`config.mk`:
```
export PLATFORM = sky130hd
export DESIGN_NAME = chunk_serial_subtractor
export DESIGN_NICKNAME = d
export VERILOG_FILES = /design/src/rtl/chunk_serial_subtractor_pkg.sv /design/src/rtl/chunk_subtract.sv /design/src/rtl/chunk_serial_subtractor.sv
export SDC_FILE = /design/constraint.sdc
export NUM_CORES = 1
export LEC_CHECK = 0
export ABC_CLOCK_PERIOD_IN_PS = 2400
export BUFFER_PORTS_ARGS = -buffer_cell sky130_fd_sc_hd__buf_2
export CORE_ASPECT_RATIO = 0.75
export CORE_MARGIN = 2
export CORE_UTILIZATION = 44
export DETAILED_ROUTE_END_ITERATION = 12
export HOLD_SLACK_MARGIN = 0.1
export PLACE_DENSITY = 0.68
export SLEW_MARGIN = 10
export SYNTH_ARGS = -nofsm -noshare
export SYNTH_HDL_FRONTEND = slang
export SYNTH_HIERARCHICAL = 1
export SYNTH_SLANG_ARGS = --single-unit
```
`constraint.sdc`:
```
create_clock -name clk -period 2.4 [get_ports clk]
set_input_delay 0.24 -clock clk [delete_from_list [all_inputs] [get_ports clk]]
set_output_delay 0.24 -clock clk [all_outputs]
set_load 0.05 [all_outputs]
```
`src/rtl/chunk_serial_subtractor_pkg.sv`:
```
// Shared types and sizing helpers for the chunk-serial subtractor.
package chunk_serial_subtractor_pkg;

   // Controller states: waiting for operands, subtracting chunks, holding result.
   typedef enum logic [1:0] {
      StIdle = 2'd0,
      StRun  = 2'd1,
      StDone = 2'd2
   } state_e;

   // Number of K-bit chunks in an N-bit operand.
   function automatic int unsigned num_chunks(input int unsigned n, input int unsigned k);
      return (k == 0) ? 0 : n / k;
   endfunction

   // Chunk counter width; a single-chunk build still needs one bit.
   function automatic int unsigned cnt_width(input int unsigned chunks);
      return (chunks > 1) ? $clog2(chunks) : 1;
   endfunction

endpackage

```
`src/rtl/chunk_subtract.sv`:
```
// Combinational K-bit a - b - bin, formed as a + ~b + ~bin; borrow-out is the
// inverted carry-out of that addition.
module chunk_subtract #(
   parameter int unsigned K = 8
) (
   input  logic [K-1:0] a_i,
   input  logic [K-1:0] b_i,
   input  logic         bin_i,
   output logic [K-1:0] d_o,
   output logic         bout_o
);

   logic [K:0] sum;

   assign sum    = {1'b0, a_i} + {1'b0, ~b_i} + {{K{1'b0}}, ~bin_i};
   assign d_o    = sum[K-1:0];
   assign bout_o = ~sum[K];

endmodule

```
`src/rtl/chunk_serial_subtractor.sv`:
```
// Multi-cycle unsigned subtractor: one K-bit chunk per cycle, LSB chunk first,
// with the inter-chunk borrow held in a flop. Valid/ready on both sides.
module chunk_serial_subtractor
   import chunk_serial_subtractor_pkg::*;
#(
   parameter int unsigned N = 64,
   parameter int unsigned K = 8
) (
   input  logic         clk,
   input  logic         rst_n,
   input  logic         in_valid,
   output logic         in_ready,
   input  logic [N-1:0] a,
   input  logic [N-1:0] b,
   input  logic         bin,
   output logic         out_valid,
   input  logic         out_ready,
   output logic [N-1:0] y,
   output logic         bout
);

   localparam int unsigned Chunks = num_chunks(N, K);
   localparam int unsigned CntW   = cnt_width(Chunks);

   if (K == 0 || (N % K) != 0) begin : g_bad_params
      $error("chunk_serial_subtractor: N must be a non-zero multiple of K");
   end

   state_e          state_q, state_d;
   logic [N-1:0]    a_q, a_d;
   logic [N-1:0]    b_q, b_d;
   logic [N-1:0]    y_q, y_d;
   logic [CntW-1:0] cnt_q, cnt_d;
   logic            borrow_q, borrow_d;
   logic            bout_q, bout_d;

   logic [K-1:0]    diff;
   logic            chunk_bo;
   logic [N-1:0]    y_shift;

   chunk_subtract #(
      .K (K)
   ) u_chunk (
      .a_i    (a_q[K-1:0]),
      .b_i    (b_q[K-1:0]),
      .bin_i  (borrow_q),
      .d_o    (diff),
      .bout_o (chunk_bo)
   );

   // New chunk enters at the top so the LSB chunk ends up at the bottom.
   if (K == N) begin : g_single
      assign y_shift = diff;
   end else begin : g_multi
      assign y_shift = {diff, y_q[N-1:K]};
   end

   // State, operand, result and borrow registers with synchronous reset.
   always_ff @(posedge clk) begin
      if (!rst_n) begin
         state_q  <= StIdle;
         a_q      <= '0;
         b_q      <= '0;
         y_q      <= '0;
         cnt_q    <= '0;
         borrow_q <= 1'b0;
         bout_q   <= 1'b0;
      end else begin
         state_q  <= state_d;
         a_q      <= a_d;
         b_q      <= b_d;
         y_q      <= y_d;
         cnt_q    <= cnt_d;
         borrow_q <= borrow_d;
         bout_q   <= bout_d;
      end
   end

   // Next-state and datapath control; handshake outputs decoded from state.
   always_comb begin
      state_d   = state_q;
      a_d       = a_q;
      b_d       = b_q;
      y_d       = y_q;
      cnt_d     = cnt_q;
      borrow_d  = borrow_q;
      bout_d    = bout_q;
      in_ready  = 1'b0;
      out_valid = 1'b0;
      unique case (state_q)
         StIdle: begin
            in_ready = rst_n;
            if (in_valid) begin
               a_d      = a;
               b_d      = b;
               borrow_d = bin;
               cnt_d    = '0;
               state_d  = StRun;
            end
         end
         StRun: begin
            y_d      = y_shift;
            a_d      = a_q >> K;
            b_d      = b_q >> K;
            borrow_d = chunk_bo;
            cnt_d    = cnt_q + CntW'(1);
            if (cnt_q == CntW'(Chunks - 1)) begin
               bout_d  = chunk_bo;
               state_d = StDone;
            end
         end
         StDone: begin
            out_valid = 1'b1;
            if (out_ready) begin
               state_d = StIdle;
            end
         end
         default: state_d = StIdle;
      endcase
   end

   assign y    = y_q;
   assign bout = bout_q;

endmodule

```
# After elaboration in Yosys (flattened, before gate mapping)
# Index checks and enable logic that the tools add are counted.
# totals
output_inout_bits	67
rom_bits	0
ram_bits	0
mem_count	0
input_bits	133
elab_cells	38
latchBits	0
reg_bits	199
# op_classes
reduce_logical	5
multipliers	0
div_mod_pow	0
n_mux	14
n_addsub	3
bitwise	3
eq_ne	6
n_shift	0
magnitude_cmp	0
# op_table
cell	count
case mux 64 bit (2 select lines)	2
two-way mux 64 bit	2
adder 8 x 8 -> 9 bit	1
adder 9 x 1 -> 9 bit	1
NOT 8 bit	1
two-way mux 2 bit	3
!= test 2 bit (second input constant)	3
case mux 2 bit (3 select lines)	1
case mux 3 bit (2 select lines)	1
AND reduction 2 bit	2
adder 3 x 1 -> 3 bit (second input constant)	1
== test 3 bit (second input constant)	1
two-way mux 1 bit	3
two-way mux 3 bit	1
AND reduction 3 bit	1
== test 2 x 1 -> 1 bit (second input constant)	1
== test 2 bit (second input constant)	1
logical NOT 2 bit	1
NOT 1 bit	2
case mux 1 bit (2 select lines)	1
nonzero test 2 bit	1

# Longest topological paths before layout
# depth
ltp_word	5
mapped_depth	9
mapped_depth_nobuf	9

# Cells and area by module
# The synthesis kept the hierarchy.
# by_module_without_submodules
module	n_inst	area_each_um2	seq_area_each_um2	cells_each
chunk_serial_subtractor	1	7762.4	3983.8	845
chunk_subtract	1	362.8	0.0	45

# Worst setup path before layout
# No wires, ideal clock.
# synth_path
path_type	register to register
startpoint	register b_q[0]
endpoint	register borrow_q
synth_period_minus_slack_ns	1.974
arrival_time_ns	1.909
n_path_buf	0
path_slack_ns	0.426
path_stages_with_launch	10
setup_time_ns	0.064
required_time_ns	2.336
cell_sequence	dfxtp_1 > inv_1 > fa_1 > fa_1 > a21o_1 > nand2_1 > o21ai_1 > a31oi_1 > o221ai_1 > nor2_1
# synth_between
elab_chain_cells	5
# synth_rtl
item	line	rtl
start, declared	chunk_serial_subtractor.sv:31	logic [N-1:0] b_q, b_d;
start signal, assigned	chunk_serial_subtractor.sv:63	b_q <= '0;
start signal, assigned	chunk_serial_subtractor.sv:71	b_q <= b_d;
NOT 8 bit	chunk_subtract.sv:15	assign sum = {1'b0, a_i} + {1'b0, ~b_i} + {{K{1'b0}}, ~bin_i};
adder 8 x 8 -> 9 bit	chunk_subtract.sv:15	
adder 9 x 1 -> 9 bit	chunk_subtract.sv:15	
NOT 1 bit	chunk_subtract.sv:17	assign bout_o = ~sum[K];
via chunk_bo	chunk_serial_subtractor.sv:38	logic chunk_bo;
case mux 1 bit (2 select lines)	chunk_serial_subtractor.sv:90	unique case (state_q)
end signal, assigned	chunk_serial_subtractor.sv:74	borrow_q <= borrow_d;
end, declared	chunk_serial_subtractor.sv:34	logic borrow_q, borrow_d;
# The timed path passes the listed nets, and every way through them passes these cells.
# A chain may end at the register's enable or synchronous reset.

# Worst setup path after layout
# Same ends and word-level chain as after synthesis.

==> impl.org <==
** Finish
- Final Non-Filler Cells :: around 1300
- Ratio of cells with drive above 1 in the final layout :: ~30%
- The layout has ~1700 filler cells.
- Compared with the post-synthesis result, the final layout area differs by 23.1%.
- The repair_antennas step left the layout with diodes totalling 0.
- Net total in the final layout :: ~1200

** Setup path
- In this run the worst path has a maximum fanout of 3.
- CP max stage delay :: between 400 and 500 ps
- For the worst setup path, the data arrival time is around 2500 ps.
- Most frequent CP cell :: sky130_fd_sc_hd__fa_1
- Startpoint Class :: flip-flop
- Slowest-stage cell, CP :: sky130_fd_sc_hd__fa_1
- Endpoint kind of the worst setup timing path :: flip-flop
- The setup path with the least slack is of type flip-flop to flip-flop.
- Buffer and inverter count on the worst path :: 1
- Family with the most delay on the worst path :: adder cells
- List of cells traversed by the critical path :: inv_1 -> fa_1 -> fa_1 -> a21o_1 -> nand2_1 -> o21ai_1 -> a31oi_1 -> o221ai_1 -> nor2_1
- STA puts the critical path data required time at ~2800 ps.

** STA
- Summed over all failing endpoints, the final setup total negative slack is 0 ps.
- Final hold violation count :: 0
- Number of slew-limit violations in the final report :: 0
- Achievable clock frequency :: approximately 0.47 GHz
- Headroom to the max-slew limit came out at a little over half.
- At the pin with the least slew margin, the transition time is a little over 700 ps.
- RSZ-0062 raised after global routing :: false
- Worst clock skew :: between 10 and 15 ps
- The worst path uses 88.9% of the clock period.
- Clock period minus final worst setup slack :: roughly 2100 ps
- Setup violations remaining at the end of the flow were counted as 0.

** Yosys
- Sequential elements use 49.0% of the synthesized area.
- The synthesized netlist devotes 17.8% of its cell area to simple gates.
- After synthesis, the netlist uses 41 different library cells.
- Combinational family with the most area after synthesis :: compound AO/OA/AOI/OAI gates
- Dividing the synthesized area by the synthesized cell count gives 9.13 sq um.
- After synthesis, the share of flip-flops with an asynchronous set or reset is 0%.
- After synthesis, the largest area contributor takes up between 40% and 50% of total cell area.
- Summed over all instances, the cell type with the most area after synthesis is sky130_fd_sc_hd__dfxtp_1.
- Area of the mapped netlist :: between 8000 and 9000 sq um
- The synthesized design contains 0 enable-type register cells.
- In the synthesized netlist, mux cells make up 0% of the area.
- Primary flip-flop cell chosen by synthesis mapping :: sky130_fd_sc_hd__dfxtp_1
- Counting flops and latches in the post-synthesis netlist gives 199.
- Instance count of the mapped netlist :: ~900
- Synthesized-area fraction occupied by xor and xnor cells :: less than 1%
- The synthesized netlist devotes about a quarter of its cell area to compound gates.
- By area the synthesized netlist is led by sky130_fd_sc_hd__dfxtp_1 (49%), sky130_fd_sc_hd__o221ai_2 (13%), sky130_fd_sc_hd__nor2_1 (10%).
- Most numerous cell types in the synthesized netlist :: sky130_fd_sc_hd__nor2_1 (227), sky130_fd_sc_hd__dfxtp_1 (199), sky130_fd_sc_hd__nand2_1 (131)
- The synthesized netlist devotes 1.88% of its cell area to adder and majority cells.
- The Yosys step of the flow raised 6 warnings.
- In the post-synthesis netlist, the cell with the most instances is sky130_fd_sc_hd__nor2_1.
- When the netlist entered floorplanning its net count stood at slightly above 1000.

** Drt
- Number of iterations in the first detailed-routing pass :: 5
- In this run the remaining antenna-violating nets after routing total 0.
- The routed layout has 6830 vias.
- The detailed router finished its first iteration with about 560 violations.
- Vias/cell :: approximately 5.2
- Average wire per standard cell :: around 16 um
- Wire length after detailed routing :: ~20000 um
- After detailed routing, the number of remaining DRC violations is 0.

** Power
- Worst vdd ir :: approximately 0.44 mV
- Summed over all cells, the static leakage comes to a little over 4 nW.
- Power share of the clock group :: a little under two fifths
- Dividing total power by cell area gives a power density of between 700 and 800 nW/um^2.
- Combinational cell fraction of total power :: ~15%
- Net switching power :: 0.00216 W
- Per report_power, the sequential group accounts for 48.0% of the total.
- In this run switching power makes up approximately 28% of total power.
- Internal power comes to 0.00547 W.

** Place
- Detailed placement ended at an HPWL of 13300 um.
- At the end of routability-driven placement, the weighted congestion stood at approximately 0.78.
- Placed Cells :: 1272
- In this run the tool buffered the top-level ports with approximately 200 buffer cells.

** Die
- The total area inside the core boundary comes to roughly 18000 sq um.
- Die width :: around 160 um
- Row generation in the floorplan step produced 43 rows.
- During I/O placement, the number of pins put on the boundary was 200.
- Area of the die :: 19600 sq um
- Measured along the y axis, the die boundary spans 122 um.
- Initial cell density of the core :: 44.4%

** CTS
- CTS built an H-tree with a depth of 4.
- Clock tree synthesis inserted a total of 17 buffers.
- For this design, the sink count on the clock tree is ~200.
- Root Buffer Master :: sky130_fd_sc_hd__clkbuf_16
- Clock transition time at the flip-flop clock pins of the worst setup and hold paths :: roughly 70 ps
- The clock passes through at most 2 buffers.
- Insertion delay of the later-clocked pin in the worst-skew pair :: 430 ps
- TritonCTS clock tree :: yes

** GRT
- Maximum number of pins on one net before global-route repair :: 117
- The via count of the first global-routing pass is approximately 6300.
- For this run the aggregate overflow at the end of global routing stands at 0.
- The first global-routing pass estimated roughly 32000 um of wire.
- Global routing used just over 20% of the available tracks across all layers.
- Number of antenna violations at the first check in global routing :: 3

** Min path
- Kind of path behind the tightest hold check :: input pin to flip-flop

** Flow run
- Maxcap violations :: 0

** Status
- The flow ran to the end, and the final reports show no timing, DRC or antenna violations.
==> worst reg2reg max path: cells and delay by family, from the launching register on <==
kind / cells / cell delay, ps
adders and majority gates: 2 / 880
AOI/OAI and AO/OA: 4 / 610
DFF: 1 / 340
and+or+nand+nor: 2 / 190
buffers and inverters: 1 / 60
==> worst paths after layout <==
check / start / slack, ps / end / cells after the start
setup / recovery: b_q[0] / 270 / borrow_q / 9
hold / removal: b[31] / 120 / b_q[31] / 3
setup reg to reg: b_q[0] / 270 / borrow_q / 9
hold reg to reg: y[5] / 450 / y[5] / 2
==> cell usage in the layout, fill, tap and decap left out, drive strengths merged <==
cell         synthesis  final
o221a                1      1
nand4                1      1
dlygate4sd3          0     17
o21ba                1      1
a21o                 5      5
o221ai             113    113
o21bai               1      1
inv                 12     16
nand3                1      1
ha                   9      9
a32o                 2      2
clkbuf              30     18
fa                   2      2
nand2b               2      2
buf                 46    211
a21oi               69     69
nor3                 2      2
nor2b                2      2
a211oi               1      1
or3                  1      1
or3b                 1      1
nand3b               1      1
nand2              131    131
xor2                 2      2
bufinv               0      1
nor2               229    229
a22o                16     16
a22oi                1      1
o211ai               1      1
clkinvlp             0      2
xnor2                3      3
a31oi                1      1
dfxtp              199    199
and3                 1      1
o21ai                3      3
clkinv               0      7
==> state kept, by name, summed over array words and instances, names as in the netlist <==
signal and flops:
a_q 64, borrow_q 1, cnt_q 3, y 64
bout 1, state_q 2, b_q 64
==> kinds of logic after synthesis <==
kind of cell	after synthesis
fa+ha+maj	11
buf+inv	88
compound gates	215
xor+xnor	5
simple gates	372
flops	199
==> power groups by stage <==
stage,logic [W],clock network (W),registers [W]
finish,0.00113,0.00283,0.00366
global route,0.00125,0.00304,0.00369
CTS,0.00114,0.00290,0.00366
detailed placement,0.00111,0,0.00374
global placement,0.00110,0,0.00373
floorplan,0.000728,0,0.00379
==> layer usage <==
metal | vias up | GRT usage, % | share of wire (%)
li1 | 3459 | - | -
met1 | 3175 | 29.1 | 49
met2 | 173 | 31.5 | 44
met3 | 19 | 5.18 | 5.7
met4 | 4 | 5.13 | 1.1
met5 | - | 0 | 0.12
==> repair_timing <==
action / CTS / global route
endpoints found under the setup margin: 0 / 0
hold buffers: 16 / 1
resized for setup: 0 / 0
hold endpoints to repair: 16 / 1
setup buffers: 0 / 0
==> cell type report <==
cell class                      count  area (sq um)  share of cell area [%]
Timing Repair Buffer              228          1360                    13.6
Tap cell                          247           309                    3.09
Clock buffer                       18           439                    4.39
Sequential cell                   199          3980                    39.8
Multi-Input combinational cell    603          3720                    37.2
Clock inverter                     14           145                    1.45
Inverter                           12          45.0                   0.450
==> through the flow <==
stage / util [%] / power (W) / setup WS [ps] / area [sq um] / hold slack, ps
final: 54.7 / 0.00763 / 265 / 10000 / 119
after global routing: 54.7 / 0.00798 / 91.1 / 10000 / 117
after CTS: 54.6 / 0.00771 / 257 / 9990 / 100
after detailed placement: 50.5 / 0.00485 / 280 / 9250 / 443
after global placement: 50.5 / 0.00484 / 322 / 9250 / 438
after floorplan: - / 0.00452 / 426 / 8130 / 373
Power figures use the tool's default switching activity.
